===== src/rtl/apb_stdout_fifo.sv =====
// APB stdout collector: per-core char writes -> one FWFT FIFO -> tagged valid/ready stream; APB_STDOUT_BLOCKING_EN selects stall vs drop.
// Latency: entry written on the completing APB edge, visible on out_valid_o/STATUS/irq_o the next cycle; register reads are combinational.
// Backpressure: full FIFO drops and counts (default) or holds pready low (APB_STDOUT_BLOCKING_EN); a same-cycle pop always frees a slot.

module apb_stdout_sfifo #(
  parameter int WIDTH = 24,
  parameter int DEPTH = 4
) (
  input  logic                       clk_i,
  input  logic                       rst_i,
  input  logic                       i_push,
  input  logic [WIDTH-1:0]           i_dat,
  input  logic                       i_pop,
  output logic [WIDTH-1:0]           o_dat,
  output logic                       o_empty,
  output logic                       o_full,
  output logic [$clog2(DEPTH):0]     o_count
);
  localparam int AW = $clog2(DEPTH);
  localparam int CW = AW + 1;

  logic [WIDTH-1:0] r_mem [DEPTH];
  logic [AW-1:0]    r_wptr;
  logic [AW-1:0]    r_rptr;
  logic [CW-1:0]    r_count;

  always_ff @(posedge clk_i) begin
    if (i_push) r_mem[r_wptr] <= i_dat;
  end

  always_ff @(posedge clk_i or posedge rst_i) begin
    if (rst_i) begin
      r_wptr  <= '0;
      r_rptr  <= '0;
      r_count <= '0;
    end else begin
      if (i_push) r_wptr <= r_wptr + AW'(1);
      if (i_pop)  r_rptr <= r_rptr + AW'(1);
      case ({i_push, i_pop})
        2'b10:   r_count <= r_count + CW'(1);
        2'b01:   r_count <= r_count - CW'(1);
        default: r_count <= r_count;
      endcase
    end
  end

  assign o_empty = (r_count == '0);
  assign o_full  = (r_count == CW'(DEPTH));
  assign o_count = r_count;
  // Zero when empty so the stream output has a defined value out of reset.
  assign o_dat   = o_empty ? '0 : r_mem[r_rptr];
endmodule

module apb_stdout_fifo #(
  parameter int N_CORES    = 8,
  parameter int N_CLUSTERS = 4,
  parameter int ADDR_WIDTH = 32,
  parameter int DATA_WIDTH = 32,
  parameter int FIFO_DEPTH = 128,
  parameter int IRQ_THRESH = 96
) (
  input  logic                  clk_i,
  input  logic                  rst_i,
  input  logic                  apb_psel_i,
  input  logic                  apb_penable_i,
  input  logic                  apb_pwrite_i,
  input  logic [ADDR_WIDTH-1:0] apb_paddr_i,
  input  logic [DATA_WIDTH-1:0] apb_pwdata_i,
  output logic [DATA_WIDTH-1:0] apb_prdata_o,
  output logic                  apb_pready_o,
  output logic                  apb_pslverr_o,
  output logic                  out_valid_o,
  input  logic                  out_ready_i,
  output logic [23:0]           out_data_o,
  output logic                  irq_o
);
  localparam int CW = $clog2(FIFO_DEPTH) + 1;
  localparam logic [4:0] NCL = 5'(N_CLUSTERS);
  localparam logic [4:0] NCO = 5'(N_CORES);

  typedef struct packed {
    logic [7:0] cl;
    logic [7:0] core;
    logic [7:0] ch;
  } entry_t;

  logic          w_access, w_chan, w_idx_ok, w_push_req;
  logic          w_push, w_pop, w_drop, w_drop_clr;
  logic          w_empty, w_full;
  logic [3:0]    w_cl, w_core;
  logic [1:0]    w_off;
  logic [CW-1:0] w_count, w_count_nxt, w_nl_nxt;
  entry_t        w_push_dat, w_head;
  logic [31:0]   w_status;
  logic          w_unused;

  logic [CW-1:0] r_nl;
  logic [31:0]   r_drop;
  logic          r_irq;

  assign w_access   = apb_psel_i && apb_penable_i;
  assign w_chan     = !apb_paddr_i[11];
  assign w_cl       = apb_paddr_i[10:7];
  assign w_core     = apb_paddr_i[6:3];
  assign w_off      = apb_paddr_i[3:2];
  assign w_idx_ok   = ({1'b0, w_cl} < NCL) && ({1'b0, w_core} < NCO);
  assign w_push_req = w_access && apb_pwrite_i && w_chan && w_idx_ok;
  assign w_pop      = out_valid_o && out_ready_i;

`ifdef APB_STDOUT_BLOCKING_EN
  assign apb_pready_o = !(w_push_req && w_full && !w_pop);
  assign w_drop       = 1'b0;
`else
  assign apb_pready_o = 1'b1;
  assign w_drop       = w_push_req && w_full && !w_pop;
`endif

  assign w_push     = w_push_req && apb_pready_o && (!w_full || w_pop);
  assign w_drop_clr = w_access && apb_pwrite_i && !w_chan && (w_off == 2'd1);
  assign w_push_dat = '{cl: {4'b0, w_cl}, core: {4'b0, w_core}, ch: apb_pwdata_i[7:0]};

  apb_stdout_sfifo #(.WIDTH(24), .DEPTH(FIFO_DEPTH)) u_fifo (
    .clk_i   (clk_i),
    .rst_i   (rst_i),
    .i_push  (w_push),
    .i_dat   (w_push_dat),
    .i_pop   (w_pop),
    .o_dat   (w_head),
    .o_empty (w_empty),
    .o_full  (w_full),
    .o_count (w_count)
  );

  assign out_valid_o = !w_empty;
  assign out_data_o  = w_head;
  assign irq_o       = r_irq;

  always_comb begin
    w_count_nxt = w_count;
    if (w_push && !w_pop) w_count_nxt = w_count + CW'(1);
    if (!w_push && w_pop) w_count_nxt = w_count - CW'(1);
  end

  // Newline count tracks entries currently held, so push and pop of 0x0A cancel.
  always_comb begin
    w_nl_nxt = r_nl;
    case ({w_push && (w_push_dat.ch == 8'h0A), w_pop && (w_head.ch == 8'h0A)})
      2'b10:   w_nl_nxt = r_nl + CW'(1);
      2'b01:   w_nl_nxt = r_nl - CW'(1);
      default: w_nl_nxt = r_nl;
    endcase
  end

  always_ff @(posedge clk_i or posedge rst_i) begin
    if (rst_i) begin
      r_nl   <= '0;
      r_drop <= '0;
      r_irq  <= 1'b0;
    end else begin
      r_nl  <= w_nl_nxt;
      r_irq <= (w_count_nxt >= CW'(IRQ_THRESH)) || (w_nl_nxt != '0);
      if (w_drop_clr)
        r_drop <= '0;
      else if (w_drop && (r_drop != 32'hFFFF_FFFF))
        r_drop <= r_drop + 32'd1;
    end
  end

  always_comb begin
    w_status       = '0;
    w_status[0]    = w_empty;
    w_status[1]    = w_full;
    w_status[2]    = r_irq;
    w_status[23:8] = 16'(w_count);
  end

  always_comb begin
    apb_prdata_o  = '0;
    apb_pslverr_o = 1'b0;
    if (w_access) begin
      if (w_chan) begin
        apb_pslverr_o = apb_pwrite_i && !w_idx_ok;
      end else begin
        case (w_off)
          2'd0:    apb_prdata_o = DATA_WIDTH'(w_status);
          2'd1:    apb_prdata_o = DATA_WIDTH'(r_drop);
          2'd2:    apb_prdata_o = DATA_WIDTH'(r_nl);
          default: apb_pslverr_o = 1'b1;
        endcase
      end
    end
  end

  assign w_unused = &{1'b0, apb_pwdata_i[DATA_WIDTH-1:8], apb_paddr_i[ADDR_WIDTH-1:12], apb_paddr_i[1:0]};
endmodule


===== config.mk =====
export PLATFORM = sky130hd
export DESIGN_NAME = apb_stdout_fifo
export DESIGN_NICKNAME = d
export VERILOG_FILES = /design/src/rtl/apb_stdout_fifo.sv
export SDC_FILE = /design/constraint.sdc
export NUM_CORES = 2
export LEC_CHECK = 0
export CORE_MARGIN = 1
export CORE_UTILIZATION = 35
export DETAILED_ROUTE_END_ITERATION = 10
export SYNTH_ARGS = -nofsm -noshare
export SYNTH_HDL_FRONTEND = slang
export SYNTH_SLANG_ARGS = --single-unit

===== constraint.sdc =====
create_clock -name clk_i -period 7 [get_ports clk_i]
set_input_delay 2.1 -clock clk_i [delete_from_list [all_inputs] [get_ports clk_i]]
set_output_delay 2.1 -clock clk_i [all_outputs]
set_load 0.01 [all_outputs]

==> impl_metrics.py <==
metrics = {
    "outcome": {
        "run_status": "finished, final reports clean",
    },
    "clock_tree": {
        "postCtsHoldBufs": 0,
        "clock_sinks": 2111,
        "cts_buffers": 209,
        "clockRootBuffer": "clkbuf_16",
        "clkTransAtPathRegs_ps": 60,
        "cts_tree": "yes",
        "htree_num_levels": 4,
        "cts_max_path_buffers": 3,
        "clock_latency_ps": 860,
    },
    "global_route": {
        "antenna_found_initial": 11,
        "grt_pass1_wl_um": 308300,
        "grt_pass1_vias": 41486,
        "grt_usage_pct": 18.04,
        "grt_max_degree": 111,
        "grt-ovfl-total": 0,
    },
    "power_and_ir_drop": {
        "ir_drop_mv": 0.3974,
        "p_leak_nw": 30.16,
        "p_per_area_mw_per_mm2": 370.8,
    },
    "sta": {
        "fin_skew_ps": 72.72,
        "min_period_ps": 6914,
        "setup_viol": 0,
        "fin_crit_sh_pct": 98.77,
        "slew_violations": 0,
        "hold_slack_ps": 499.5,
        "final-hold-violation-count": 0,
        "rsz0062_at_grt": "false",
        "tightest_slew_ps": 1217,
        "max_freq_mhz": 144.6,
        "slew_headroom_pct": 18.85,
        "tns_ps": 0,
    },
    "synth": {
        "ys_top_cells_by_count": "edfxtp_1, mux4_2, nor2_1",
        "ys_types": 67,
        "yosysWarnings": 0,
        "ys_seq_area_share_pct": 76.13,
        "synthCells": 3882,
        "synthDominantCellAreaShare_pct": 74.22,
        "avgSynthCellArea_um2": 21.34,
        "synth_top_flop_cell": "edfxtp_1",
        "ys_seq_elements": 2111,
        "synthArstFlopShare_pct": 2.984,
        "synth-edff-count": 2048,
        "yosysMostFrequentCell": "edfxtp_1",
        "synth_area_mm2": 0.08286,
        "yosysTopAreaCell": "edfxtp_1",
        "synth.area.top_cells": "edfxtp_1, mux4_2, dfrtp_1, mux2i_1, nor2_1",
    },
    "route": {
        "via_per_inst": 5.402,
        "drc": 0,
        "drt_wl_total_um": 214800,
        "wire_per_inst_um": 28.34,
        "num_vias": 40948,
        "ant_nets": 0,
        "dr.first_iter.drc_count": 5048,
        "dr.pass1.iters": 6,
    },
    "place": {
        "numPortBuffers": 74,
        "hpwl_um": 128000,
        "place_congestion": 0.8550,
        "dpl_cell_area_mm2": 0.08898,
    },
    "floorplan": {
        "design.die.area_mm2": 0.2387,
        "num_rows": 178,
        "ioPinCount": 130,
        "dieHeight_um": 488.6,
        "initial_core_util_pct": 35.23,
        "core_mm2": 0.2352,
        "die_w_um": 488.6,
    },
    "critical_path": {
        "crit_type": "flip-flop to primary output",
        "start_kind": "flip-flop",
        "ff2ff_path_depth": 22,
        "crit_required_ps": 4900,
        "endpoint_kind": "primary output",
        "cp.arrival_ps": 4810,
        "worstPathMaxFanout": 53,
    },
    "layout": {
        "layout.nets": 4339,
        "final_design_area_no_fill_mm2": 0.09579,
        "syn_to_final_growth_pct": 15.60,
        "drive_gt1_share_pct": 27.95,
    },
    "flow_run": {
        "drv_cap": 0,
    },
    "worst_hold_path": {
        "hp-class": "flip-flop to flip-flop",
        "hold_depth": 1,
    },
}
==> worst paths after layout <==
kind / start / to / slack (ps)
max in group asynchronous: rst_i / u_fifo.r_rptr[2] / 4420
worst max register to register: u_fifo.r_rptr[0] / irq_o / 620
worst min register to register: r_nl[7] / r_nl[7] / 500
worst min-delay path: r_nl[7] / r_nl[7] / 500
worst max-delay path: u_fifo.r_rptr[0] / out_data_o[11] / 90
min in group asynchronous: rst_i / r_drop[19] / 1820
==> logic make-up after synthesis <==
group,after synthesis,synth area share [%]
flops,2111,76.13
fa+ha+maj,15,0.2356
compound gates,252,2.040
mux,689,16.58
xor+xnor,52,0.5497
simple gates,516,2.840
buf+inv,245,1.620
other cells,2,0.009064
==> power breakdown <==
| part | internal [mW] | leakage, nW | switching (mW) |
|---|---|---|---|
| clock | 6.21 | 3.26 | 4.81 |
| sequential | 13.9 | 19.2 | 0.151 |
| combinational | 4.67 | 7.68 | 5.76 |
| total | 24.8 | 30.2 | 10.7 |
==> repair_timing <==
| action | CTS | global route |
|---|---|---|
| setup buffers | 5 | 0 |
| gates resized for setup | 2 | 1 |
| endpoints found under the setup margin | 15 | 1 |
==> final cells by class <==
class,count,area (µm²)
clock inverter,117,1155
antenna,1,2.502
multi-input combinational,1533,18620
timing repair buffer,372,3321
inverter,27,106.4
clock buffer,269,5554
tap,3150,3941
fill,20726,139400
sequential,2111,63090
==> stage by stage <==
stage	utilization, %	power, mW	instances	worst slack, ps
finish	40.73	35.52	7580	86.05
global route	40.73	36.64	7579	19.93
CTS	40.73	35.85	7579	15.42
detailed placement	37.84	24.78	7188	466.1
global placement	37.83	24.74	7187	259.1
floorplan	-	20.62	3889	1438
==> flip-flops by register name, indices dropped and copies added, names as in the netlist <==
signal and cells:
u_fifo.r_wptr 7, u_fifo.r_mem 2048, u_fifo.r_rptr 7, irq_o 1
r_nl 8, u_fifo.o_count 8, r_drop 32
==> placed cells by master (no fill, tap or decap), drive strengths merged, types with 43 or more instances in the layout <==
master         netlist  layout
nand2              119     119
dfrtp               63      63
edfxtp            2048    2048
o21ai               43      43
clkbuf              85     269
mux4               545     545
clkinv               1      86
a21oi               64      64
mux2i              127     127
clkdlybuf4s50        0      58
buf                133     314
a22oi               48      48
nor2               222     222
==> critical path, cell delays in order (launching register included) <==
cell,delay (ps)
dfrtp_4,430
buf_12,170
buf_12,400
mux4_2,580
mux4_2,530
mux2i_1,590
o21ai_0,220
o21ai_0,200
a221oi_1,80
buf_4,180
clkdlybuf4s50_1,480
==> metal layers <==
| layer | share of wire [%] | global-route usage, % | up-vias | wire (µm) |
|---|---|---|---|---|
| li1 | - | - | 16902 | - |
| met1 | 42 | 25.50 | 22086 | 90870 |
| met2 | 48 | 29.01 | 1659 | 103500 |
| met3 | 7.0 | 2.725 | 299 | 15030 |
| met4 | 2.5 | 4.949 | 2 | 5394 |
| met5 | 0.0079 | 0 | - | 17 |
(Power assumes the default switching activity.)
